`src/rtl/ddr_init_seq.sv`:
```
// DDR4 power-up sequencer: RESET_n/CKE timing, MRS writes MR3,6,5,4,2,1,0, ZQCL, then config_done.
// Each command is held on cmd_valid until cmd_ready; every post-command wait counts from acceptance.
module ddr_init_seq #(
   parameter int unsigned T_RESET  = 200,
   parameter int unsigned T_CKE    = 500,
   parameter int unsigned T_XPR    = 10,
   parameter int unsigned T_MRD    = 8,
   parameter int unsigned T_MOD    = 24,
   parameter int unsigned T_ZQINIT = 1024
) (
   input  logic        clock,
   input  logic        reset,
   input  logic        start,
   input  logic [97:0] mr_table,
   input  logic        cmd_ready,
   output logic        mem_reset_n,
   output logic        cke,
   output logic        cmd_valid,
   output logic [1:0]  cmd_type,
   output logic [2:0]  mr_sel,
   output logic [13:0] mr_addr,
   output logic        busy,
   output logic        config_done
);

   localparam logic [15:0] T_RESET_C  = 16'(T_RESET);
   localparam logic [15:0] T_CKE_C    = 16'(T_CKE);
   localparam logic [15:0] T_XPR_C    = 16'(T_XPR);
   localparam logic [15:0] T_MRD_C    = 16'(T_MRD);
   localparam logic [15:0] T_MOD_C    = 16'(T_MOD);
   localparam logic [15:0] T_ZQINIT_C = 16'(T_ZQINIT);

   localparam logic [1:0]  CMD_DES   = 2'd0;
   localparam logic [1:0]  CMD_MRS   = 2'd1;
   localparam logic [1:0]  CMD_ZQCL  = 2'd2;
   localparam logic [13:0] ZQCL_ADDR = 14'h0400;

   typedef enum logic [3:0] {
      IDLE, RST_HOLD, CKE_WAIT, XPR_WAIT, MRS_ISSUE,
      MRS_WAIT, MOD_WAIT, ZQ_ISSUE, ZQ_WAIT, DONE
   } state_t;

   state_t      state;
   logic [15:0] cnt;
   logic [2:0]  mr_idx;
   logic [2:0]  next_sel;
   logic [13:0] next_addr;
   logic        wait_over;

   function automatic logic [2:0] sel_of(input logic [2:0] idx);
      case (idx)
         3'd0:    return 3'd3;
         3'd1:    return 3'd6;
         3'd2:    return 3'd5;
         3'd3:    return 3'd4;
         3'd4:    return 3'd2;
         3'd5:    return 3'd1;
         default: return 3'd0;
      endcase
   endfunction

   always_comb begin
      next_sel  = sel_of(mr_idx);
      next_addr = '0;
      for (int i = 0; i < 7; i++) begin
         if (next_sel == 3'(i)) next_addr = mr_table[14*i +: 14];
      end
   end

   // Pre-command states load T and last T cycles; post-acceptance waits load T-1 so the
   // next event lands T cycles after the accepting cycle (minimum one idle cycle).
   assign wait_over = (cnt <= 16'd1);

   always_ff @(posedge clock or posedge reset) begin
      if (reset) begin
         state       <= IDLE;
         cnt         <= '0;
         mr_idx      <= '0;
         mem_reset_n <= 1'b0;
         cke         <= 1'b0;
         cmd_valid   <= 1'b0;
         cmd_type    <= CMD_DES;
         mr_sel      <= '0;
         mr_addr     <= '0;
         busy        <= 1'b0;
         config_done <= 1'b0;
      end else begin
         case (state)
            IDLE, DONE: begin
               if (start) begin
                  state       <= RST_HOLD;
                  cnt         <= T_RESET_C;
                  mr_idx      <= '0;
                  mem_reset_n <= 1'b0;
                  cke         <= 1'b0;
                  busy        <= 1'b1;
                  config_done <= 1'b0;
               end
            end
            RST_HOLD: begin
               if (wait_over) begin
                  state       <= CKE_WAIT;
                  mem_reset_n <= 1'b1;
                  cnt         <= T_CKE_C;
               end else begin
                  cnt <= cnt - 16'd1;
               end
            end
            CKE_WAIT: begin
               if (wait_over) begin
                  state <= XPR_WAIT;
                  cke   <= 1'b1;
                  cnt   <= T_XPR_C;
               end else begin
                  cnt <= cnt - 16'd1;
               end
            end
            XPR_WAIT, MRS_WAIT: begin
               if (wait_over) begin
                  state     <= MRS_ISSUE;
                  cmd_valid <= 1'b1;
                  cmd_type  <= CMD_MRS;
                  mr_sel    <= next_sel;
                  mr_addr   <= next_addr;
               end else begin
                  cnt <= cnt - 16'd1;
               end
            end
            MRS_ISSUE: begin
               if (cmd_ready) begin
                  cmd_valid <= 1'b0;
                  cmd_type  <= CMD_DES;
                  if (mr_idx == 3'd6) begin
                     state <= MOD_WAIT;
                     cnt   <= T_MOD_C - 16'd1;
                  end else begin
                     state  <= MRS_WAIT;
                     mr_idx <= mr_idx + 3'd1;
                     cnt    <= T_MRD_C - 16'd1;
                  end
               end
            end
            MOD_WAIT: begin
               if (wait_over) begin
                  state     <= ZQ_ISSUE;
                  cmd_valid <= 1'b1;
                  cmd_type  <= CMD_ZQCL;
                  mr_sel    <= 3'd0;
                  mr_addr   <= ZQCL_ADDR;
               end else begin
                  cnt <= cnt - 16'd1;
               end
            end
            ZQ_ISSUE: begin
               if (cmd_ready) begin
                  state     <= ZQ_WAIT;
                  cmd_valid <= 1'b0;
                  cmd_type  <= CMD_DES;
                  cnt       <= T_ZQINIT_C - 16'd1;
               end
            end
            ZQ_WAIT: begin
               if (wait_over) begin
                  state       <= DONE;
                  config_done <= 1'b1;
                  busy        <= 1'b0;
               end else begin
                  cnt <= cnt - 16'd1;
               end
            end
            default: state <= IDLE;
         endcase
      end
   end

endmodule

```
`config.mk`:
```
export PLATFORM = sky130hd
export DESIGN_NAME = ddr_init_seq
export DESIGN_NICKNAME = d
export VERILOG_FILES = /design/src/rtl/ddr_init_seq.sv
export SDC_FILE = /design/constraint.sdc
export NUM_CORES = 1
export LEC_CHECK = 0
export ABC_AREA = 1
export CAP_MARGIN = 30
export CORE_UTILIZATION = 51
export CTS_CLUSTER_SIZE = 8
export DETAILED_ROUTE_END_ITERATION = 8
export PLACE_DENSITY_LB_ADDON = 0.08
export SETUP_SLACK_MARGIN = 0.3
export SLEW_MARGIN = 10
export SYNTH_ARGS = -nofsm -noshare
export SYNTH_HDL_FRONTEND = slang
export SYNTH_SLANG_ARGS = --single-unit
```
`constraint.sdc`:
```
create_clock -name clock -period 3 [get_ports clock]
set_clock_uncertainty 0.15 [all_clocks]
set_input_delay 0.6 -clock clock [delete_from_list [all_inputs] [get_ports clock]]
set_output_delay 0.6 -clock clock [all_outputs]
set_load 0.01 [all_outputs]
```
Word-level counts from Yosys, hierarchy flattened
Index checks and enable logic that the tools add are counted.
Operators by class
  $add $sub $neg: 2
  multipliers: 0
  divide/modulo/power cells: 0
  order comparisons: 1
  equal/unequal tests: 33
  shift operators: 0
  muxes and demuxes: 50
  bitwise operators: 0
  reduce and logical (&&, ||, !) cells: 25
Operators with widths (number)
  $mux W14: 9
  $mux W16: 6
  $pmux W16 S6: 1
  $mux W4: 8
  $pmux W4 S8: 1
  $pmux W14 S2: 1
  $ne A2 B2 Y1 const B: 10
  $eq A3 B3 Y1 const B: 6
  $pmux W3 S6: 1
  $eq A4 B3 Y1 const B: 4
  $le A16 B1 Y1 const B: 1
  $sub A16 B1 Y16 const B: 1
  $mux W3: 5
  $reduce_and A3 Y1: 5
  $eq A3 B2 Y1 const B: 4
  $pmux W3 S2: 2
  $reduce_bool A2 Y1: 6
  $pmux W1 S2: 5
  $eq A4 B2 Y1 const B: 2
  $eq A4 B4 Y1 const B: 2
  $mux W2: 4
  $reduce_and A4 Y1: 2
  $reduce_and A8 Y1: 1
  $eq A3 B1 Y1 const B: 2
  14 further kinds: 22
Word-level totals
  register bits: 47
  latch bits: 0
  memory bits (writable): 0
  memory bits (read-only): 0
  input port bits: 102
  output and inout port bits: 24
  logic and storage cells: 122
  memories kept: 0

Logic depth before layout (Yosys ltp)
Gate-level depths: netlist (run 1).
  word-level depth: 12
  depth in mapped cells: 14
  depth with buffers taken out: 13

Worst setup path before layout (run 1)
OpenSTA, ideal clock, no wires.
  path type: reg-to-reg
  start: reg mr_idx[0]
  end: reg mr_addr[0]
  library setup time: 65 ps
  arrival time: 1757 ps
  data required time: 2785 ps
  path slack: 1028 ps
  cell stages (with the launch flop): 11
  buffers on the path: 1
  clock period less this slack: 1972 ps
  cell sequence: dfrtp_1 -> ha_1 -> ha_1 -> inv_1 -> nand3_2 -> nor3_2 -> clkbuf_1 -> nand2_1 -> nand4_1 -> nand2_1 -> nand2_1
On the way
  word-level cells in the longest chain between the ends: 12
  elaborated cells between the ends (all ways): 23
  those cells by class: eq/ne: 11; mux: 10; reduce/logical: 2
Ends and longest elaborated chain
  start: declaration: RTL line 45  | logic [2:0] mr_idx;
  start signal: assignment: RTL line 138  | mr_idx <= mr_idx + 3'd1;
  $eq A3 B3 Y1, or another cell as far along: RTL line 51  | case (idx)
  $pmux W3 S6 (*): RTL line 51
  $logic_not A3 Y1: RTL line 66  | if (next_sel == 3'(i)) next_addr = mr_table[14*i +: 14];
  $mux W14 (6 in a row): RTL line 66
  $mux W14 (*): RTL line 66
  $mux W14 (*): RTL line 119  | if (wait_over) begin
  $pmux W14 S2 (*): RTL line 88  | case (state)
  end signal: assignment: RTL line 124  | mr_addr <= next_addr;
  end: declaration: RTL line 21  | output logic [13:0] mr_addr,
Every way passes the cells marked *; elsewhere a longest branch is shown, timed or not. The select of a mux whose other input is x is not followed.
A chain may end at the register's enable or synchronous reset.

Worst setup path in the final report (run 1)
  start: reg mr_idx[0]
  end: reg mr_addr[10]
The elaborated chain is that of the path after synthesis.

==> results.yml, run 1 <==
final_layout:
  drive_gt1_share_pct: 6.46
  area_delta_synth_final_pct: 38.2
  nNetsFinal: 882
  final_cell_area_um2: 5360
  fin_cells: 873
  diodes: 0
critical_path:
  rr_startpoint: "mr_idx[0]"
  crit_path_max_fanout: 11
  r2r-end: "mr_addr[10]"
  ff2ff_setup_slack_ps: 560
  critPathArrivalTime_ps: 2540
  r2r_cells: 11
  required_ps: 3100
  end_kind: "flop"
  worstSetupPathType: "flop to flop"
  critPathLaunchType: "flop"
sta:
  setup_viol: 0
  drv_slew: 0
  fin_tns_setup_ps: 0
  max_freq_mhz: 409
  finalHoldViolations: 0
  rsz0062_at_grt: "no"
  hold_ws_ps: 326
  relSlewSlack_pct: 62.5
  max_slew.worst_pin.slew_ps: 561
  finalCriticalPeriod_ps: 2440
  finalCritPeriodShare_pct: 81.5
place:
  gp_congestion: 0.935
  hpwl_um: 9460
  port_buffers: 125
  dp_cells: 865
  placed_cell_area_um2: 5230
power:
  p_leak_nw: 2.76
  ir_worst_vdd_mv: 0.349
  powerDensity_nw_per_um2: 906
synth:
  yosysWarnings: 0
  synth_area_leader_cell: "dfrtp_1"
  synth.avg_cell_area_um2: 5.99
  synthSimpleGateAreaFrac_pct: 50.6
  synth_area_um2: 3880
  syn_nets: 757
  synth_cells: 648
  synth_top_area_share_pct: 30.3
  post_synth_xor_area_fraction_pct: 1.13
  ys_seq_area_share_pct: 30.3
  ys_seq_elements: 47
  synth_top_family_by_area: "simple AND/OR/NAND/NOR gates"
  synth_cell_types: 34
  synth_mux_area_share_pct: 0
  synthTopCellsByArea: "dfrtp_1 (30%), nand2_1 (24%), nor2_1 (9.9%)"
  synth_compound_area_share_pct: 5.93
  synth_adder_area_share_pct: 2.26
floorplanning:
  initial_core_util_pct: 53.2
  rows: 31
  core_area_um2: 7290
  dieArea_um2: 7960
  ioPinCount: 126
  die_w_um: 89.2
  dieHeight_um: 89.2
clocking:
  clock_latency_ps: 310
  clock_sinks: 47
  cts_made_buffers: 5
  cts.hold.buffers_added: 0
  clkTransAtPathRegs_ps: 90
  cts_tree: "built"
  ctsHtreeMaxLevel: 2
  cts_buffer_depth: 2
  ctsResizeCount: 0
  ctsRootBufferMaster: "clkbuf_8"
  post_cts_buffers: 0
hold_path:
  worstHoldStart: "cke"
  holdCritPathClass: "flop to flop"
  worstHoldPathCells: 2
  hold_end: "cke"
detailed_routing:
  drt_pass1_iterations: 5
  ant_nets: 0
  wl_um: 11900
  vias: 4635
  drtIter0Drc: 306
  routedWlPerCell_um: 13.6
  vias_per_cell: 5.31
  drc: 0
global_routing:
  grt_pass1_wl_um: 18800
  grt_pass1_vias: 4222
  antenna_found_initial: 0
  grt_use_total_pct: 30.4
  grt-ovfl-total: 0
  grt_max_degree: 27
flow_run:
  cap_violations: 0
outcome:
  status: "finished, final reports clean"
## kinds of logic after synthesis
group	after synthesis
buf+inv	93
fa+ha+maj	7
flops	47
compound gates	40
xor+xnor	5
simple gates	456
## layout by cell type (no fill, tap or decap), types with 2 or more instances in the layout
master           instances
nand2_1                250
clkdlybuf4s50_1        125
nor2_1                 102
inv_1                   68
dfrtp_1                 47
nand3_1                 45
nand4_1                 29
o21ai_0                 19
inv_2                    9
a21oi_1                  8
nand2_2                  7
ha_1                     7
buf_4                    7
o21ai_1                  5
clkbuf_8                 5
xor2_1                   4
o21ai_2                  4
nand3b_1                 4
nor2_2                   3
o22ai_1                  3
nor3_1                   3
nand3_2                  3
nor2_4                   2
inv_4                    2
nor3_2                   2
bufinv_16                2
## flip-flops by register name (all words and copies together), names as in the netlist
register,count
busy,1
cke,1
cmd_type,2
cmd_valid,1
cnt,16
config_done,1
mem_reset_n,1
mr_addr,14
mr_idx,3
mr_sel,3
state,4
## per-stage QoR
| step | utilization [%] | power, W | setup slack [ps] |
|---|---|---|---|
| CTS | 73.6 | 0.00482 | 589 |
| detailed placement | 71.7 | 0.00425 | 622 |
| finish | 73.6 | 0.00486 | 555 |
| floorplan | - | 0.00326 | 1030 |
| global route | 73.6 | 0.00527 | 349 |
| global placement | 71.7 | 0.00418 | 684 |
## cells in the mapped netlist, drive strengths merged
master	instances
and2	1
dfrtp	47
o22ai	3
o21ai	28
and3	1
inv	79
ha	7
nor2	107
buf	12
xnor2	1
nand3	48
nor3	5
a21oi	9
nand4	29
or2	1
xor2	4
clkbuf	2
nand3b	5
nand2	258
nor4	1
## critical path, cell delays in order, from the launching register on
cell and delay [ps]:
dfrtp_1 450, ha_1 230, ha_1 220, inv_1 100, nand3_2 150, nor2_1 300, nand2_1 320, nor2_1 180
nor2_1 60, nand4_1 90, nor2_1 50, nor2_1 70
## how the worst max path moves through the flow
stage | slack (ps) | endpoint | cells past startpoint | startpoint
2_1_floorplan | 1030 | mr_addr[0] | 10 | mr_idx[0]
3_3_place_gp | 680 | mr_addr[10] | 11 | mr_idx[0]
3_5_place_dp | 620 | mr_addr[10] | 11 | mr_idx[0]
4_1_cts | 590 | mr_addr[10] | 11 | mr_idx[0]
5_1_grt | 350 | mr_addr[1] | 11 | mr_idx[0]
6_report | 560 | mr_addr[10] | 11 | mr_idx[0]
## cell type report
class                           instances  area [um2]
Inverter                               79         302
Sequential cell                        47        1180
Clock inverter                          2        60.1
Fill cell                             647        1930
Multi-Input combinational cell        508        2330
Clock buffer                            6        72.6
Timing Repair Buffer                  132        1300
Tap cell                               99         124
## per-layer routing
metal / wire, um / GRT usage [%] / up-vias
met3: 1050 / 6.28 / 31
met2: 5730 / 53.4 / 252
met4: 355 / 12.8 / 0
met1: 4730 / 36.2 / 2069
li1: - / - / 2283
met5: 0 / 0 / -
## power breakdown
group	total [W]	switching (W)	leakage (nW)	internal [W]
clock network	0.000560	0.000226	0.0654	0.000333
registers	0.00112	0.000230	0.571	0.000888
logic	0.00318	0.00200	2.12	0.00119
total	0.00486	0.00245	2.76	0.00241
No activity file was read; power rests on OpenSTA's default activity.
==> run 2: changes to the inputs <==
- CORE_UTILIZATION: 51 -> 47
- clock period: 3 -> 2.3 ns (I/O delays scaled with it)
==> run 2 against run 1 <==
Cell area is 18% higher. Register-to-register slack got worse by 360 ps. Non-clock buffer count is 47 higher. Global-route usage up 0.49 points. Flip-flop and latch count is the same. Cell count increased by 6.0%. Clock-buffer cell count shrank 1. Maximum frequency rose by 16%. Largest power group unchanged. Highest routed layer unchanged.
==> results.yml, run 2 (synthesized netlist as in run 1, its figures left out) <==
outcome:
  status: "finished, final reports clean"
clocking:
  ctsRootBufferMaster: "clkbuf_8"
  ctsHtreeMaxLevel: 2
  cts_buffer_depth: 2
  clock_sinks: 47
  cts_tree: "built"
  clock_latency_ps: 310
  cts_made_buffers: 5
  clkTransAtPathRegs_ps: 100
final_layout:
  drive_gt1_share_pct: 21.9
  diodes: 0
  top_regs: "cnt (16), mr_addr (14), state (4)"
  fillCellCount: 531
  area_delta_synth_final_pct: 62.5
  largest_reg_flops: 16
  final_common_cell: "nand2_1"
  regArea_um2: 1180
  largest_register: "cnt"
  layout_common_cells: "nand2_1 (221), clkdlybuf4s50_1 (125), nor2_1 (86), inv_1 (58), nand3_1 (43)"
  nNetsFinal: 933
  multi_input_area_um2: 2760
place:
  port_buffers: 125
  hpwl_um: 9650
  gp_congestion: 0.935
  dp_slack_ps: 26.1
sta:
  hold_ws_ps: 334
  relSlewSlack_pct: 75.2
  finalHoldViolations: 0
  fin_tns_setup_ps: 0
  finalCritPeriodShare_pct: 91.4
  max_slew.worst_pin.slew_ps: 371
  setup_ws_ps: 197
  setup_viol: 0
  drv_slew: 0
  finalCriticalPeriod_ps: 2100
  max_freq_mhz: 475
  rsz0062_at_grt: "yes"
hold_path:
  holdCritPathClass: "flop to flop"
  worstHoldPathCells: 2
  worstHoldStart: "mr_addr[0]"
floorplanning:
  initial_core_util_pct: 49.4
  core_area_um2: 7850
  dieHeight_um: 92.9
  die_w_um: 92.9
  dieArea_um2: 8620
  rows: 32
  ioPinCount: 126
flow_run:
  cap_violations: 0
critical_path:
  required_ps: 2360
  critPathArrivalTime_ps: 2160
  rr_startpoint: "mr_idx[0]"
  critPathLaunch: "mr_idx[0]"
  worstSetupPathType: "flop to flop"
  critPathLaunchType: "flop"
  r2r_cells: 10
  end_kind: "flop"
  ff2ff_setup_slack_ps: 200
  crit_path_max_fanout: 7
power:
  seqPwrFrac_pct: 19.5
  switching_share_pct: 52.3
  p_leak_nw: 3.11
  p_sw_w: 0.00413
  powerDensity_nw_per_um2: 1250
  combPwrFrac_pct: 74.1
  clockPowerShare_pct: 6.4
  ir_worst_vdd_mv: 0.615
  p_int_w: 0.00377
detailed_routing:
  drc: 0
  drt_pass1_iterations: 5
  drtIter0Drc: 331
  vias: 5113
  wl_um: 15200
  ant_nets: 0
  routedWlPerCell_um: 16.4
  vias_per_cell: 5.53
global_routing:
  grt_pass1_wl_um: 21200
  grt-ovfl-total: 0
  grt_max_degree: 48
  grt_use_total_pct: 30.9
  grt_pass1_vias: 4559
  antenna_found_initial: 0
## run 2: worst paths after layout
kind,endpoint
max,mr_addr[10]
min,mr_addr[0]
max reg2reg,mr_addr[10]
min reg2reg,mr_addr[0]
max in group asynchronous,cnt[0]
min in group asynchronous,cnt[11]
## run 2: worst max-delay path, stage by stage, from the launching register on
cell and delay [ps]:
dfrtp_2 500, ha_4 200, ha_4 180, inv_4 70, nand2_4 70, nand3_4 130, clkinvlp_4 200, nand2_1 130
nand4_1 160, nor2_1 150, nor2_1 50
## run 2: power by group through the flow
| stage | Combinational (W) | Sequential, W | Clock, W |
|---|---|---|---|
| after floorplan | 0.00278 | 0.00147 | 0 |
| after global placement | 0.00409 | 0.00145 | 0 |
| after detailed placement | 0.00418 | 0.00146 | 0 |
| after CTS | 0.00457 | 0.00146 | 0.000492 |
| after global routing | 0.00628 | 0.00157 | 0.000534 |
| final | 0.00586 | 0.00154 | 0.000504 |
## run 2: layout make-up
class / count / share of cell area [%]
inverter: 79 / 5.28
timing repair buffer: 179 / 28.4
sequential: 47 / 18.7
clock inverter: 1 / 0.119
multi-input combinational: 508 / 43.8
clock buffer: 5 / 1.09
timing repair inverter: 4 / 0.575
tap: 102 / 2.02
## run 2: metrics by stage
stage               instance area, um2  utilization, %  instances  power, W
finish                            6310            80.4        925   0.00790
global route                      6310            80.4        925   0.00839
CTS                               5720            72.9        900   0.00653
detailed placement                5340            68.1        879   0.00563
global placement                  5340            68.1        879   0.00554
floorplan                         3880               -        648   0.00425
## run 2: timing repair
action	4_1_cts	5_1_grt
hold buffers	0	0
setup endpoints to repair	38	42
gates cloned	3	5
buffers inserted	12	20
gates resized for setup	50	99
pin swaps	14	41
## run 2: routing by layer
layer / GRT usage, % / vias up / part of all wire [%]
li1: - / 2388 / -
met1: 36.5 / 2337 / 37
met2: 55.1 / 316 / 51
met3: 4.60 / 72 / 7.8
met4: 13.5 / 0 / 4.1
met5: 0 / - / 0
